## src/rtl/inst_decode_if.sv

```systemverilog
// inst_decode_if: decode-stage bundle between fetch, EX hazard info and the decoded output register.
// The master side drives the fetch/EX inputs; the slave side is the decoder.
interface inst_decode_if;
   logic        stall;
   logic        flush;
   logic [31:0] inst;
   logic [63:0] PC_i;
   logic [4:0]  ex_rd;
   logic        ex_mem_read;
   logic        hazard_stall;
   logic        valid;
   logic [63:0] PC_o;
   logic [6:0]  opcode;
   logic [2:0]  funct3;
   logic        funct7_5;
   logic [4:0]  rs1;
   logic [4:0]  rs2;
   logic [4:0]  rd;
   logic [63:0] imm;
   logic        alu_src_imm;
   logic        reg_write;
   logic        mem_read;
   logic        mem_write;
   logic        branch;
   logic        jump;
   logic        illegal;
   modport master (
      output stall, flush, inst, PC_i, ex_rd, ex_mem_read,
      input  hazard_stall, valid, PC_o, opcode, funct3, funct7_5, rs1, rs2, rd, imm,
             alu_src_imm, reg_write, mem_read, mem_write, branch, jump, illegal
   );
   modport slave (
      input  stall, flush, inst, PC_i, ex_rd, ex_mem_read,
      output hazard_stall, valid, PC_o, opcode, funct3, funct7_5, rs1, rs2, rd, imm,
             alu_src_imm, reg_write, mem_read, mem_write, branch, jump, illegal
   );
endinterface

```

## src/rtl/inst_decode.sv

```systemverilog
// inst_decode: RV64 decode stage with load-use hazard detection and a one-cycle registered output bundle.
// Bubbles (flush or hazard) load all-zero, so no control flag can leak out of a bubble.
module inst_decode (
   input  logic          CLK,
   input  logic          reset,
   inst_decode_if.slave  bus
);
   localparam logic [6:0] OP_LOAD   = 7'b0000011;
   localparam logic [6:0] OP_OPIMM  = 7'b0010011;
   localparam logic [6:0] OP_OPIMMW = 7'b0011011;
   localparam logic [6:0] OP_JALR   = 7'b1100111;
   localparam logic [6:0] OP_STORE  = 7'b0100011;
   localparam logic [6:0] OP_BRANCH = 7'b1100011;
   localparam logic [6:0] OP_LUI    = 7'b0110111;
   localparam logic [6:0] OP_AUIPC  = 7'b0010111;
   localparam logic [6:0] OP_JAL    = 7'b1101111;
   localparam logic [6:0] OP_OP     = 7'b0110011;
   localparam logic [6:0] OP_OPW    = 7'b0111011;

   logic [31:0]  w_i;
   logic [6:0]   w_op;
   logic         w_load, w_opimm, w_opimmw, w_jalr, w_store, w_branch;
   logic         w_lui, w_auipc, w_jal, w_alu, w_aluw, w_legal;
   logic [63:0]  w_imm;
   logic         w_rs1_use, w_rs2_use, w_hazard, w_reg_write, w_alu_src_imm;
   logic [161:0] w_next;
   logic [161:0] r_out;

   assign w_i      = bus.inst;
   assign w_op     = w_i[6:0];
   assign w_load   = w_op == OP_LOAD;
   assign w_opimm  = w_op == OP_OPIMM;
   assign w_opimmw = w_op == OP_OPIMMW;
   assign w_jalr   = w_op == OP_JALR;
   assign w_store  = w_op == OP_STORE;
   assign w_branch = w_op == OP_BRANCH;
   assign w_lui    = w_op == OP_LUI;
   assign w_auipc  = w_op == OP_AUIPC;
   assign w_jal    = w_op == OP_JAL;
   assign w_alu    = w_op == OP_OP;
   assign w_aluw   = w_op == OP_OPW;
   // every listed opcode ends in 2'b11, so a match also implies inst[1:0] == 2'b11
   assign w_legal  = w_load | w_opimm | w_opimmw | w_jalr | w_store | w_branch |
                     w_lui | w_auipc | w_jal | w_alu | w_aluw;

   always_comb begin
      w_imm = (w_load | w_opimm | w_opimmw | w_jalr) ? {{52{w_i[31]}}, w_i[31:20]} :
              w_store                                 ? {{52{w_i[31]}}, w_i[31:25], w_i[11:7]} :
              w_branch                                ? {{51{w_i[31]}}, w_i[31], w_i[7], w_i[30:25], w_i[11:8], 1'b0} :
              (w_lui | w_auipc)                       ? {{32{w_i[31]}}, w_i[31:12], 12'b0} :
              w_jal                                   ? {{43{w_i[31]}}, w_i[31], w_i[19:12], w_i[20], w_i[30:21], 1'b0} :
                                                        64'd0;
   end

   assign w_alu_src_imm = w_legal & ~(w_alu | w_aluw | w_branch);
   assign w_reg_write   = (w_load | w_opimm | w_opimmw | w_alu | w_aluw | w_lui | w_auipc | w_jal | w_jalr) &
                          (w_i[11:7] != 5'd0);
   assign w_rs1_use     = w_legal & ~(w_lui | w_auipc | w_jal);
   assign w_rs2_use     = w_alu | w_aluw | w_store | w_branch;
   assign w_hazard      = bus.ex_mem_read & (bus.ex_rd != 5'd0) &
                          ((w_rs1_use & (bus.ex_rd == w_i[19:15])) | (w_rs2_use & (bus.ex_rd == w_i[24:20])));
   assign bus.hazard_stall = w_hazard;

   assign w_next = {1'b1, bus.PC_i, w_op, w_i[14:12], w_i[30], w_i[19:15], w_i[24:20], w_i[11:7], w_imm,
                    w_alu_src_imm, w_reg_write, w_load, w_store, w_branch, w_jal | w_jalr, ~w_legal};

   // flush beats stall; a hazard only inserts a bubble when the stage is free to advance
   always_ff @(posedge CLK or posedge reset) begin
      if (reset)
         r_out <= '0;
      else if (bus.flush || (!bus.stall && w_hazard))
         r_out <= '0;
      else if (!bus.stall)
         r_out <= w_next;
   end

   assign {bus.valid, bus.PC_o, bus.opcode, bus.funct3, bus.funct7_5, bus.rs1, bus.rs2, bus.rd, bus.imm,
           bus.alu_src_imm, bus.reg_write, bus.mem_read, bus.mem_write, bus.branch, bus.jump, bus.illegal} = r_out;
endmodule
```

## src/flat_wrapper.sv

```systemverilog
// flat-port wrapper written by rule: the top's interface ports become plain ports
module inst_decode_flat 
  (CLK, reset, bus_stall, bus_flush, bus_inst, bus_PC_i, bus_ex_rd, bus_ex_mem_read, bus_hazard_stall, bus_valid, bus_PC_o, bus_opcode, bus_funct3, bus_funct7_5, bus_rs1, bus_rs2, bus_rd, bus_imm, bus_alu_src_imm, bus_reg_write, bus_mem_read, bus_mem_write, bus_branch, bus_jump, bus_illegal);
  inst_decode_if bus_i ();
  input  logic CLK;
  input  logic reset;
  input wire logic [$bits(bus_i.stall)-1:0] bus_stall;
  input wire logic [$bits(bus_i.flush)-1:0] bus_flush;
  input wire logic [$bits(bus_i.inst)-1:0] bus_inst;
  input wire logic [$bits(bus_i.PC_i)-1:0] bus_PC_i;
  input wire logic [$bits(bus_i.ex_rd)-1:0] bus_ex_rd;
  input wire logic [$bits(bus_i.ex_mem_read)-1:0] bus_ex_mem_read;
  output wire logic [$bits(bus_i.hazard_stall)-1:0] bus_hazard_stall;
  output wire logic [$bits(bus_i.valid)-1:0] bus_valid;
  output wire logic [$bits(bus_i.PC_o)-1:0] bus_PC_o;
  output wire logic [$bits(bus_i.opcode)-1:0] bus_opcode;
  output wire logic [$bits(bus_i.funct3)-1:0] bus_funct3;
  output wire logic [$bits(bus_i.funct7_5)-1:0] bus_funct7_5;
  output wire logic [$bits(bus_i.rs1)-1:0] bus_rs1;
  output wire logic [$bits(bus_i.rs2)-1:0] bus_rs2;
  output wire logic [$bits(bus_i.rd)-1:0] bus_rd;
  output wire logic [$bits(bus_i.imm)-1:0] bus_imm;
  output wire logic [$bits(bus_i.alu_src_imm)-1:0] bus_alu_src_imm;
  output wire logic [$bits(bus_i.reg_write)-1:0] bus_reg_write;
  output wire logic [$bits(bus_i.mem_read)-1:0] bus_mem_read;
  output wire logic [$bits(bus_i.mem_write)-1:0] bus_mem_write;
  output wire logic [$bits(bus_i.branch)-1:0] bus_branch;
  output wire logic [$bits(bus_i.jump)-1:0] bus_jump;
  output wire logic [$bits(bus_i.illegal)-1:0] bus_illegal;
  assign bus_i.stall = bus_stall;
  assign bus_i.flush = bus_flush;
  assign bus_i.inst = bus_inst;
  assign bus_i.PC_i = bus_PC_i;
  assign bus_i.ex_rd = bus_ex_rd;
  assign bus_i.ex_mem_read = bus_ex_mem_read;
  assign bus_hazard_stall = bus_i.hazard_stall;
  assign bus_valid = bus_i.valid;
  assign bus_PC_o = bus_i.PC_o;
  assign bus_opcode = bus_i.opcode;
  assign bus_funct3 = bus_i.funct3;
  assign bus_funct7_5 = bus_i.funct7_5;
  assign bus_rs1 = bus_i.rs1;
  assign bus_rs2 = bus_i.rs2;
  assign bus_rd = bus_i.rd;
  assign bus_imm = bus_i.imm;
  assign bus_alu_src_imm = bus_i.alu_src_imm;
  assign bus_reg_write = bus_i.reg_write;
  assign bus_mem_read = bus_i.mem_read;
  assign bus_mem_write = bus_i.mem_write;
  assign bus_branch = bus_i.branch;
  assign bus_jump = bus_i.jump;
  assign bus_illegal = bus_i.illegal;
  inst_decode u_core (.CLK(CLK), .reset(reset), .bus(bus_i));
endmodule
```

## config.mk

```make
export PLATFORM = sky130hd
export DESIGN_NAME = inst_decode_flat
export DESIGN_NICKNAME = d
export VERILOG_FILES = /design/src/rtl/inst_decode_if.sv /design/src/rtl/inst_decode.sv /design/src/flat_wrapper.sv
export SDC_FILE = /design/constraint.sdc
export NUM_CORES = 1
export LEC_CHECK = 0
export CAP_MARGIN = 15
export CELL_PAD_IN_SITES_DETAIL_PLACEMENT = 2
export CELL_PAD_IN_SITES_GLOBAL_PLACEMENT = 2
export CORE_MARGIN = 1
export CORE_UTILIZATION = 22
export CTS_CLUSTER_SIZE = 24
export DETAILED_ROUTE_END_ITERATION = 7
export PLACE_DENSITY_LB_ADDON = 0.1
export SYNTH_ARGS = -nofsm -noshare
export SYNTH_HDL_FRONTEND = slang
export SYNTH_SLANG_ARGS = --single-unit
```

## constraint.sdc

```tcl
create_clock -name CLK -period 4.7 [get_ports CLK]
set_input_delay 1.175 -clock CLK [delete_from_list [all_inputs] [get_ports CLK]]
set_output_delay 1.175 -clock CLK [all_outputs]
set_load 0.005 [all_outputs]
```

# Yosys cells after proc, flatten, opt, wreduce, memory -nomap -nowiden
# Index checks and enable logic that the tools add are counted.
# totals
ff_bits	162
input_bits	106
# classes
n_eq_ne	14
mux	7
bitwise	34
reduce_logical	5
# op_table
operator	n
$mux W162	2
$mux W64	5
$eq A7 B6 Y1 const B	4
$or A1 B1 Y1	24
$eq A7 B5 Y1 const B	3
$eq A7 B7 Y1 const B	3
$eq A5 B5 Y1	2
$reduce_bool A5 Y1	2
$and A1 B1 Y1	7
$eq A7 B2 Y1 const B	1
$not A1 Y1	3
$ne A2 B1 Y1 const B	1
$logic_and A1 B1 Y1	1
$logic_not A1 Y1	1
$logic_or A1 B1 Y1	1

# Logic depth before layout (Yosys ltp)
# Gate-level depths: netlist of run 1.
# depth
ltp_word	18
mapped_depth	8
ltp_nobuf	5

# Worst setup path after synthesis of run 1
# No wires, ideal clock.
# synth_timing
kind	in2out
startpoint	in bus_inst[4]
endpoint	out bus_hazard_stall
arrival_ns	2.000
path_slack_ns	1.525
stages	5
path_cell_list	clkbuf_1 > nand2b_1 > a21boi_1 > nor3_1 > o21a_1
# synth_between
elab_chain_len	15
word_cells_on_any_way	32
classes_between	eq/ne: 11; bitwise: 21
# synth_rtl
element	line_no	rtl
start: declaration	flat_wrapper.sv:9	input wire logic [$bits(bus_i.inst)-1:0] bus_inst;
$eq A7 B2 Y1 / $eq A7 B5 Y1 (equally long branches)	inst_decode.sv:31, inst_decode.sv:32	
$or A1 B1 Y1 (6 in series)	inst_decode.sv:43	assign w_legal = w_load | w_opimm | w_opimmw | w_jalr | w_store | w_branch |
$or A1 B1 Y1 (4 in series)	inst_decode.sv:44	w_lui | w_auipc | w_jal | w_alu | w_aluw;
$and A1 B1 Y1	inst_decode.sv:58	assign w_rs1_use = w_legal & ~(w_lui | w_auipc | w_jal);
$and A1 B1 Y1	inst_decode.sv:61	((w_rs1_use & (bus.ex_rd == w_i[19:15])) | (w_rs2_use & (bus.ex_rd == w_i[24:20])));
$or A1 B1 Y1 (*)	inst_decode.sv:61	
$and A1 B1 Y1 (*)	inst_decode.sv:60	assign w_hazard = bus.ex_mem_read & (bus.ex_rd != 5'd0) &
end: declaration	flat_wrapper.sv:13	output wire logic [$bits(bus_i.hazard_stall)-1:0] bus_hazard_stall;
# Every way passes the cells marked *; elsewhere a longest branch is shown, timed or not.

# Worst setup path in the final report of run 1
# layout_timing
startpoint	in bus_inst[3]
endpoint	out bus_hazard_stall
# Same word-level chain as after synthesis.

==> impl_metrics.toml, run 1 <==
[global_route]
grt_use_met2_pct = 28.4
met1_usage_pct = 21.3
grtUsageTotal_pct = 17.1
grt-busiest-layer = "met2"
grt-ovfl-total = 0
grt_pass1_vias = 5294
grt_util_met3_pct = 5.32
grt_max_degree = 85
antenna_found_initial = 1
grt_pass1_wl_um = 33700

[power]
power_frac_comb_pct = 12.7
switching_share_pct = 24.1
clockPowerShare_pct = 48.5
power_per_cell_area_nw_per_um2 = 341
ir_worst_vdd_uv = 175
switching_power_mw = 0.745
power.internal_mw = 2.34
seq_power_share_pct = 38.7
finalPower_mw = 3.09
total_leakage_power_nw = 3.89

[layout]
final_common_cell = "clkdlybuf4s50_1"
layout_common_cells = "clkdlybuf4s50_1 (268), dfrtp_1 (130), a22o_1 (114), nor2_1 (19), clkbuf_16 (17)"
reg_top3 = "u_core.r_out: 130 flops"
syn2layout_area_growth_pct = 62.5
drive_gt1_share_pct = 7.48
largest_register_ffs = 130
largest_register = "u_core.r_out"
fin_area_um2 = 9050
instances_no_fill = 1020
layout.nets = 788

[synth]
synth-xor-area-share_pct = 1.57
synth_edf_count = 0
ys.flop_type = "dfrtp_1"
synth.mux.area_fraction_pct = 0.202
ys_ff_latch = 130
synth_top_area_share_pct = 58.5
synth_top_family_by_area = "compound AO/OA/AOI/OAI gates"
yosys_warnings = 0
syn_area_um2 = 5570
synth_compound_area_share_pct = 26.3
yosys-top-cells-area = "dfrtp_1 (58%), a22o_1 (18%), buf_4 (5.1%)"
avgSynthCellArea_um2 = 12.3
synth_cell_types = 41
syn-num-nets = 557
yosysTopAreaCell = "dfrtp_1"
syn_inst = 451
ys_seq_area_share_pct = 58.5
yosys.area_share.adder_pct = 0
async_flop_share_pct = 100
synthSimpleGateAreaFrac_pct = 5.98

[job]
max_cap_violations = 0

[setup_path]
critPathRequiredTime_ps = 3520
crit_path_cell_trace = "clkdlybuf4s50_1, nand4bb_1, a21boi_1, nor3_1, o21a_1, clkdlybuf4s50_1"
startpoint_type = "input port"
end_kind = "output port"
r2r_slack_ps = 3460
worstPathMaxFanout = 9
crit_slowest_cell = "clkdlybuf4s50_1"
critPathMostFrequentCell = "clkdlybuf4s50_1"
cp.arrival_ps = 3110
max_stage_delay_ps = 650
crit_type = "input port to output port"

[routing]
post_drt_wl_per_cell_um = 21.4
viasPerCell = 4.68
first_iter_violations = 188
via_count = 4778
ant_nets = 0
drt_wl_total_um = 21800
drc = 0
first_pass_iters = 4

[timing]
slew_viol_final = 0
fin_hold_ws_ps = 500
tns_ps = 0
period_share_pct = 91.1
hold_violations = 0
slew_headroom_pct = 40.0
rsz0062_at_grt = "false"
tightest_slew_ps = 900
layout_min_cycle_time_ps = 4280
setup_viol = 0
fmax_ghz = 0.234
fin_worst_skew_ps = 0

[cts]
cts-htree-levels = 4
root_buffer = "clkbuf_16"
post_cts_resized = 0
cts_num_sinks = 130
cts_buffers = 17
ctsHoldBuffers = 0
clk_latency_ps = 410
cts_buffer_depth = 2
postCtsSetupBuffers = 0
cts_tree = "done"
clkTransAtPathRegs_ps = 70

[status]
status = "finished, final reports clean"

[floorplanning]
die_w_um = 161
die_area_um2 = 25900
start_util_pct = 22.7
core_area_um2 = 24500
num_io_pins = 269
die_h_um = 161
rows = 57

[place]
dp_cells = 987
placed_cell_area_um2 = 8390
gp_congestion = 0.809
hpwlAfterDp_um = 15500
port_buffers = 268

[worst_hold_path]
min_path_type = "flop to flop"
==> stage by stage <==
stage                     worst slack, ps  util [%]
final                                 419      36.9
after global routing                  292      36.9
after CTS                             413      36.9
after detailed placement              428      34.2
after global placement                432      34.2
after floorplan                      55.7         -
==> synth_stat cells (3+ instances only) <==
| cell | count |
|---|---|
| dfrtp_1 | 130 |
| clkbuf_1 | 23 |
| nand2b_1 | 6 |
| and3b_1 | 3 |
| a22o_1 | 114 |
| a21o_1 | 10 |
| a22oi_1 | 4 |
| a211oi_1 | 4 |
| o21a_1 | 3 |
| buf_2 | 7 |
| nand2_1 | 10 |
| a32o_1 | 12 |
| buf_4 | 38 |
| nor2_1 | 20 |
| nand4_1 | 3 |
| xnor2_1 | 10 |
| nand3_1 | 7 |
| a21oi_1 | 3 |
| o21ai_0 | 15 |
==> worst max-delay path: cells and delay by family <==
kind	cells	cell delay (ps)
simple gates	2	300
compound gates	2	510
buf+inv	2	1120
==> path summary, 6_finish.rpt <==
check / startpoint / endpoint / depth (start not counted)
worst max-delay path: bus_inst[3] / bus_hazard_stall / 6
worst min-delay path: u_core.r_out[13] / u_core.r_out[13] / 1
worst max register to register: u_core.r_out[70] / u_core.r_out[70] / 1
worst min register to register: u_core.r_out[13] / u_core.r_out[13] / 1
max in group asynchronous: reset / u_core.r_out[9] / 3
min in group asynchronous: reset / u_core.r_out[139] / 2
==> layout make-up <==
class | count | area, um^2
diodes | 1 | 2.50
inverters | 2 | 12.5
well taps | 324 | 405
multi-input cells | 250 | 1910
flip-flops and latches | 130 | 3250
clock buffers | 18 | 429
repair buffers | 281 | 2810
fillers | 2584 | 15500
clock inverters | 14 | 229
==> power by group through the flow <==
stage / Clock (mW) / Combinational (mW) / Sequential, mW
after floorplan: 0 / 0.132 / 1.22
after global placement: 0 / 0.393 / 1.21
after detailed placement: 0 / 0.398 / 1.22
after CTS: 1.55 / 0.402 / 1.20
after global routing: 1.59 / 0.423 / 1.20
final: 1.50 / 0.393 / 1.20
==> logic make-up (layout without fill, tap and decap cells) <==
group,after synthesis,after routing
AO/OA/AOI/OAI,176,176
flip-flops,130,130
buffers and inverters,71,315
AND/OR/NAND/NOR,63,63
XOR/XNOR,10,10
multiplexers,1,1
other,0,1
==> per-layer routing <==
| metal | vias to the layer above | share of wire, % |
|---|---|---|
| met4 | 0 | 0.98 |
| met3 | 14 | 6.7 |
| met2 | 191 | 48 |
| met1 | 2438 | 44 |
| li1 | 2135 | - |
| met5 | - | 0 |
Power figures use the tool's default switching activity.
==> inputs of run 2 (changes only) <==
--- a/config.mk
+++ b/config.mk
@@ -8,7 +8,7 @@
 export CAP_MARGIN = 15
 export CELL_PAD_IN_SITES_DETAIL_PLACEMENT = 2
 export CELL_PAD_IN_SITES_GLOBAL_PLACEMENT = 2
-export CORE_MARGIN = 1
+export CORE_MARGIN = 2
 export CORE_UTILIZATION = 22
 export CTS_CLUSTER_SIZE = 24
 export DETAILED_ROUTE_END_ITERATION = 7
==> run 2 against run 1 <==
Effect of this change:
- core utilization fell by 0.75 points
- register-to-register slack barely moved
- global-route usage fell by 0.076 points
- combinational power barely moved
- via count rose by 0.88%
- count of clock-buffer cells in the layout rose by 1
- total power fell by 1.0%
- non-clock buffer count fell by 2
- worst hold slack got worse by 13 ps
==> impl_metrics.toml, run 2 (synthesis gave the netlist of run 1 again) <==
[status]
status = "finished, final reports clean"

[timing]
rsz0062_at_grt = "false"
setup_ws_ps = 425
fmax_ghz = 0.234
layout_min_cycle_time_ps = 4280
setup_viol = 0
hold_violations = 0
period_share_pct = 91.0
slew_viol_final = 0
tns_ps = 0
tightest_slew_ps = 1120
fin_worst_skew_ps = 0
slew_headroom_pct = 24.7

[cts]
cts_buffers = 17
cts-htree-levels = 4
cts_num_sinks = 130
postCtsSetupBuffers = 0
cts_tree = "done"
clk_latency_ps = 410
root_buffer = "clkbuf_16"
clkTransAtPathRegs_ps = 60
ctsHoldBuffers = 0
cts_buffer_depth = 2
post_cts_resized = 0

[layout]
largest_register = "u_core.r_out"
final_common_cell = "clkdlybuf4s50_1"
multi_input_area_um2 = 1910
n_antenna_cell = 0
layout.nets = 786
largest_register_ffs = 130
n_fill_cell = 2609
layout_common_cells = "clkdlybuf4s50_1 (268), dfrtp_1 (130), a22o_1 (114), nor2_1 (19), clkbuf_16 (17)"
layout.area.seq_um2 = 3250
syn2layout_area_growth_pct = 62.5
reg_top3 = "u_core.r_out: 130 flops"
drive_gt1_share_pct = 7.22

[setup_path]
critPathBufInv = 2
critPathMostFrequentCell = "clkdlybuf4s50_1"
cp.arrival_ps = 3100
r2r_cells = 1
critPathRequiredTime_ps = 3520
end_kind = "output port"
critPathTopFamily = "buffers and inverters"
worstPathMaxFanout = 8
critical_path_depth = 6
startpoint_type = "input port"
max_stage_delay_ps = 640
crit_path_cell_trace = "clkdlybuf4s50_1, a21boi_0, nand2_1, nor3_1, o21a_1, clkdlybuf4s50_1"
crit_slowest_cell = "clkdlybuf4s50_1"
crit_type = "input port to output port"

[floorplanning]
rows = 58
die_area_um2 = 26600
die_h_um = 163
die_w_um = 163
start_util_pct = 22.2
num_io_pins = 269
core_area_um2 = 25000

[global_route]
antenna_found_initial = 0
grt_max_degree = 83
grt_pass1_wl_um = 34300
grt_pass1_vias = 5392
grt-ovfl-total = 0
grtUsageTotal_pct = 17.0

[routing]
met2WireLength_um = 10700
post_drt_wl_per_cell_um = 21.4
drt_wl_total_um = 21900
highest_layer = "met4"
first_pass_iters = 4
first_iter_violations = 180
via_count = 4820
ant_nets = 0
wl_met3_um = 1320
viasPerCell = 4.71
drc = 0
drt-met1-wl_um = 9570

[place]
dp_slack_ps = 426
gp_congestion = 0.773
port_buffers = 268
hpwlAfterDp_um = 15900

[worst_hold_path]
min_path_type = "flop to flop"
hold_path_depth = 1

[power]
power_per_cell_area_nw_per_um2 = 338
ir_worst_vdd_uv = 180
total_leakage_power_nw = 3.87

[job]
max_cap_violations = 0
run 2: cell count changes in the layout (fill, tap and decap cells not counted):
cell / delta
buf_12: +2
clkinv_4: -4
clkinvlp_4: +2
inv_6: +1
clkbuf_8: +1
inv_8: +1
buf_4: -4
diode_2: -1
bufinv_16: -1
run 2: power by group:
| group | switching, mW | internal, mW |
|---|---|---|
| Clock | 0.552 | 0.914 |
| Sequential | 0.0296 | 1.17 |
| Combinational | 0.168 | 0.224 |
| Total | 0.750 | 2.30 |
run 2: worst paths after layout:
path / endpoint / from / slack [ps]
worst max-delay path: bus_hazard_stall / bus_inst[5] / 420
worst max register to register: u_core.r_out[70] / u_core.r_out[70] / 3450
worst min register to register: u_core.r_out[161] / u_core.r_out[161] / 490
min in group asynchronous: u_core.r_out[124] / reset / 1300
worst min-delay path: u_core.r_out[161] / u_core.r_out[161] / 490
max in group asynchronous: u_core.r_out[72] / reset / 2500
run 2: routing by layer:
layer	GRT usage, %	vias to the layer above
li1	-	2134
met1	21.5	2474
met2	28.4	189
met3	4.80	23
met4	4.79	0
met5	0	-
run 2: cell type report:
class                      instances  area share [%]
sequential                       130            36.0
timing repair buffer             279            31.1
multi-input combinational        250            21.1
clock buffer                      19            4.90
tap                              330            4.56
clock inverter                    13            2.20
inverter                           2           0.138
run 2: per-stage QoR:
stage	area [um^2]	total power [mW]	hold WS, ps	util, %	cells
after floorplan	5570	1.35	474	-	451
after global placement	8400	1.61	467	33.6	991
after detailed placement	8400	1.62	466	33.6	991
after CTS	9040	3.11	492	36.1	1023
after global routing	9040	3.19	507	36.1	1023
final	9040	3.05	487	36.1	1023
==> inputs of run 3 (changes only) <==
--- a/config.mk
+++ b/config.mk
@@ -13,6 +13,7 @@
 export CTS_CLUSTER_SIZE = 24
 export DETAILED_ROUTE_END_ITERATION = 7
 export PLACE_DENSITY_LB_ADDON = 0.1
+export SKIP_CTS_REPAIR_TIMING = 1
 export SYNTH_ARGS = -nofsm -noshare
 export SYNTH_HDL_FRONTEND = slang
 export SYNTH_SLANG_ARGS = --single-unit
==> constraint.sdc (replaced) <==
create_clock -name CLK -period 3.7 [get_ports CLK]
set_input_delay 0.925 -clock CLK [delete_from_list [all_inputs] [get_ports CLK]]
set_output_delay 0.925 -clock CLK [all_outputs]
set_load 0.005 [all_outputs]
==> run 3 against run 2 <==
Effect of this change:
- register-to-register slack worse by 960 ps
- non-clock buffer count is 20 higher
- combinational power is 33% higher
- clock skew stayed put
- via count is 0.79% higher
- die area stayed put
- sequential share of layout area is 0.61 points lower
- clock power is 14% higher
- critical endpoint unchanged
- highest routed layer unchanged
==> impl_metrics.toml, run 3 (synthesis gave the netlist of run 1 again) <==
[floorplanning]
rows = 58
num_io_pins = 269
start_util_pct = 22.2
die_h_um = 163
core_area_um2 = 25000
die_area_um2 = 26600
die_w_um = 163

[place]
gp_congestion = 0.761
port_buffers = 268
hpwlAfterDp_um = 15800
dp_cells = 1011
placed_cell_area_um2 = 8580

[cts]
cts_tree = "done"
cts_num_sinks = 130
clk_latency_ps = 410
cts-htree-levels = 4
root_buffer = "clkbuf_16"
cts_buffers = 17
cts_buffer_depth = 2
clkTransAtPathRegs_ps = 70

[setup_path]
startpoint_type = "input port"
end_kind = "output port"
worstPathMaxFanout = 3
cp.arrival_ps = 2400
crit_type = "input port to output port"
critPathRequiredTime_ps = 2770

[layout]
n_antenna_cell = 0
syn2layout_area_growth_pct = 65.3
largest_register = "u_core.r_out"
reg_top3 = "u_core.r_out: 130 flops"
drive_gt1_share_pct = 10.5
layout.nets = 806
fin_area_um2 = 9200
layout_common_cells = "clkdlybuf4s50_1 (265), dfrtp_1 (130), a22o_1 (114), buf_4 (25), nor2_1 (19)"
final_common_cell = "clkdlybuf4s50_1"
instances_no_fill = 1043
largest_register_ffs = 130

[power]
ir_worst_vdd_uv = 241
power_per_cell_area_nw_per_um2 = 405
total_leakage_power_nw = 4.00
finalPower_mw = 3.72

[timing]
slew_headroom_pct = 43.6
fin_hold_ws_ps = 486
period_share_pct = 89.9
slew_viol_final = 0
rsz0062_at_grt = "false"
layout_min_cycle_time_ps = 3320
setup_viol = 0
hold_violations = 0
fmax_ghz = 0.301
tightest_slew_ps = 845
fin_worst_skew_ps = 0
tns_ps = 0

[routing]
first_iter_violations = 201
viasPerCell = 4.66
post_drt_wl_per_cell_um = 20.8
ant_nets = 0
drc = 0
first_pass_iters = 7
via_count = 4858
drt_wl_total_um = 21700

[status]
status = "finished, final reports clean"

[global_route]
grt_pass1_wl_um = 33900
grt_max_degree = 67
grt_pass1_vias = 5451
grtUsageTotal_pct = 16.7
grt-ovfl-total = 0
antenna_found_initial = 0

[job]
max_cap_violations = 0

[worst_hold_path]
min_path_type = "flop to flop"
run 3: metal layers:
layer	wire (um)	GRT usage [%]	vias to the layer above
met3	1300	4.47	18
li1	-	-	2174
met2	10900	28.5	169
met4	345	5.19	0
met5	0	0	-
met1	9130	20.6	2497
run 3: report_power, final:
part           switching [mW]  leakage, nW  internal [mW]  total (mW)
Clock                   0.717        0.287          0.966        1.68
Combinational           0.220         1.97          0.302       0.522
Sequential             0.0361         1.75           1.48        1.52
run 3: cell type report:
cell class / instances / area (um^2)
Clock inverter: 14 / 140
Fill cell: 2589 / 15800
Tap cell: 330 / 413
Timing Repair Buffer: 299 / 3000
Inverter: 2 / 11.3
Sequential cell: 130 / 3250
Clock buffer: 18 / 439
Multi-Input combinational cell: 250 / 1950
run 3: worst max-delay path, stage by stage:
cell and delay, ps:
clkdlybuf4s50_1 460, or4_1 540, o21a_1 210, o21a_1 100, dlymetal6s2s_1 160
run 3: metrics by stage:
step	utilization, %	worst slack, ps
finish	36.7	375
CTS	36.6	-143
global placement	34.3	-11.6
global route	36.7	315
floorplan	-	1020
detailed placement	34.3	-128
run 3: path summary, 6_finish.rpt:
path | startpoint | endpoint | slack (ps) | cells past startpoint
max reg2reg | u_core.r_out[70] | u_core.r_out[70] | 2490 | 1
max in group asynchronous | reset | u_core.r_out[76] | 1890 | 3
min reg2reg | u_core.r_out[161] | u_core.r_out[161] | 490 | 1
min | u_core.r_out[161] | u_core.r_out[161] | 490 | 1
min in group asynchronous | reset | u_core.r_out[97] | 1000 | 2
max | bus_ex_rd[4] | bus_hazard_stall | 380 | 5
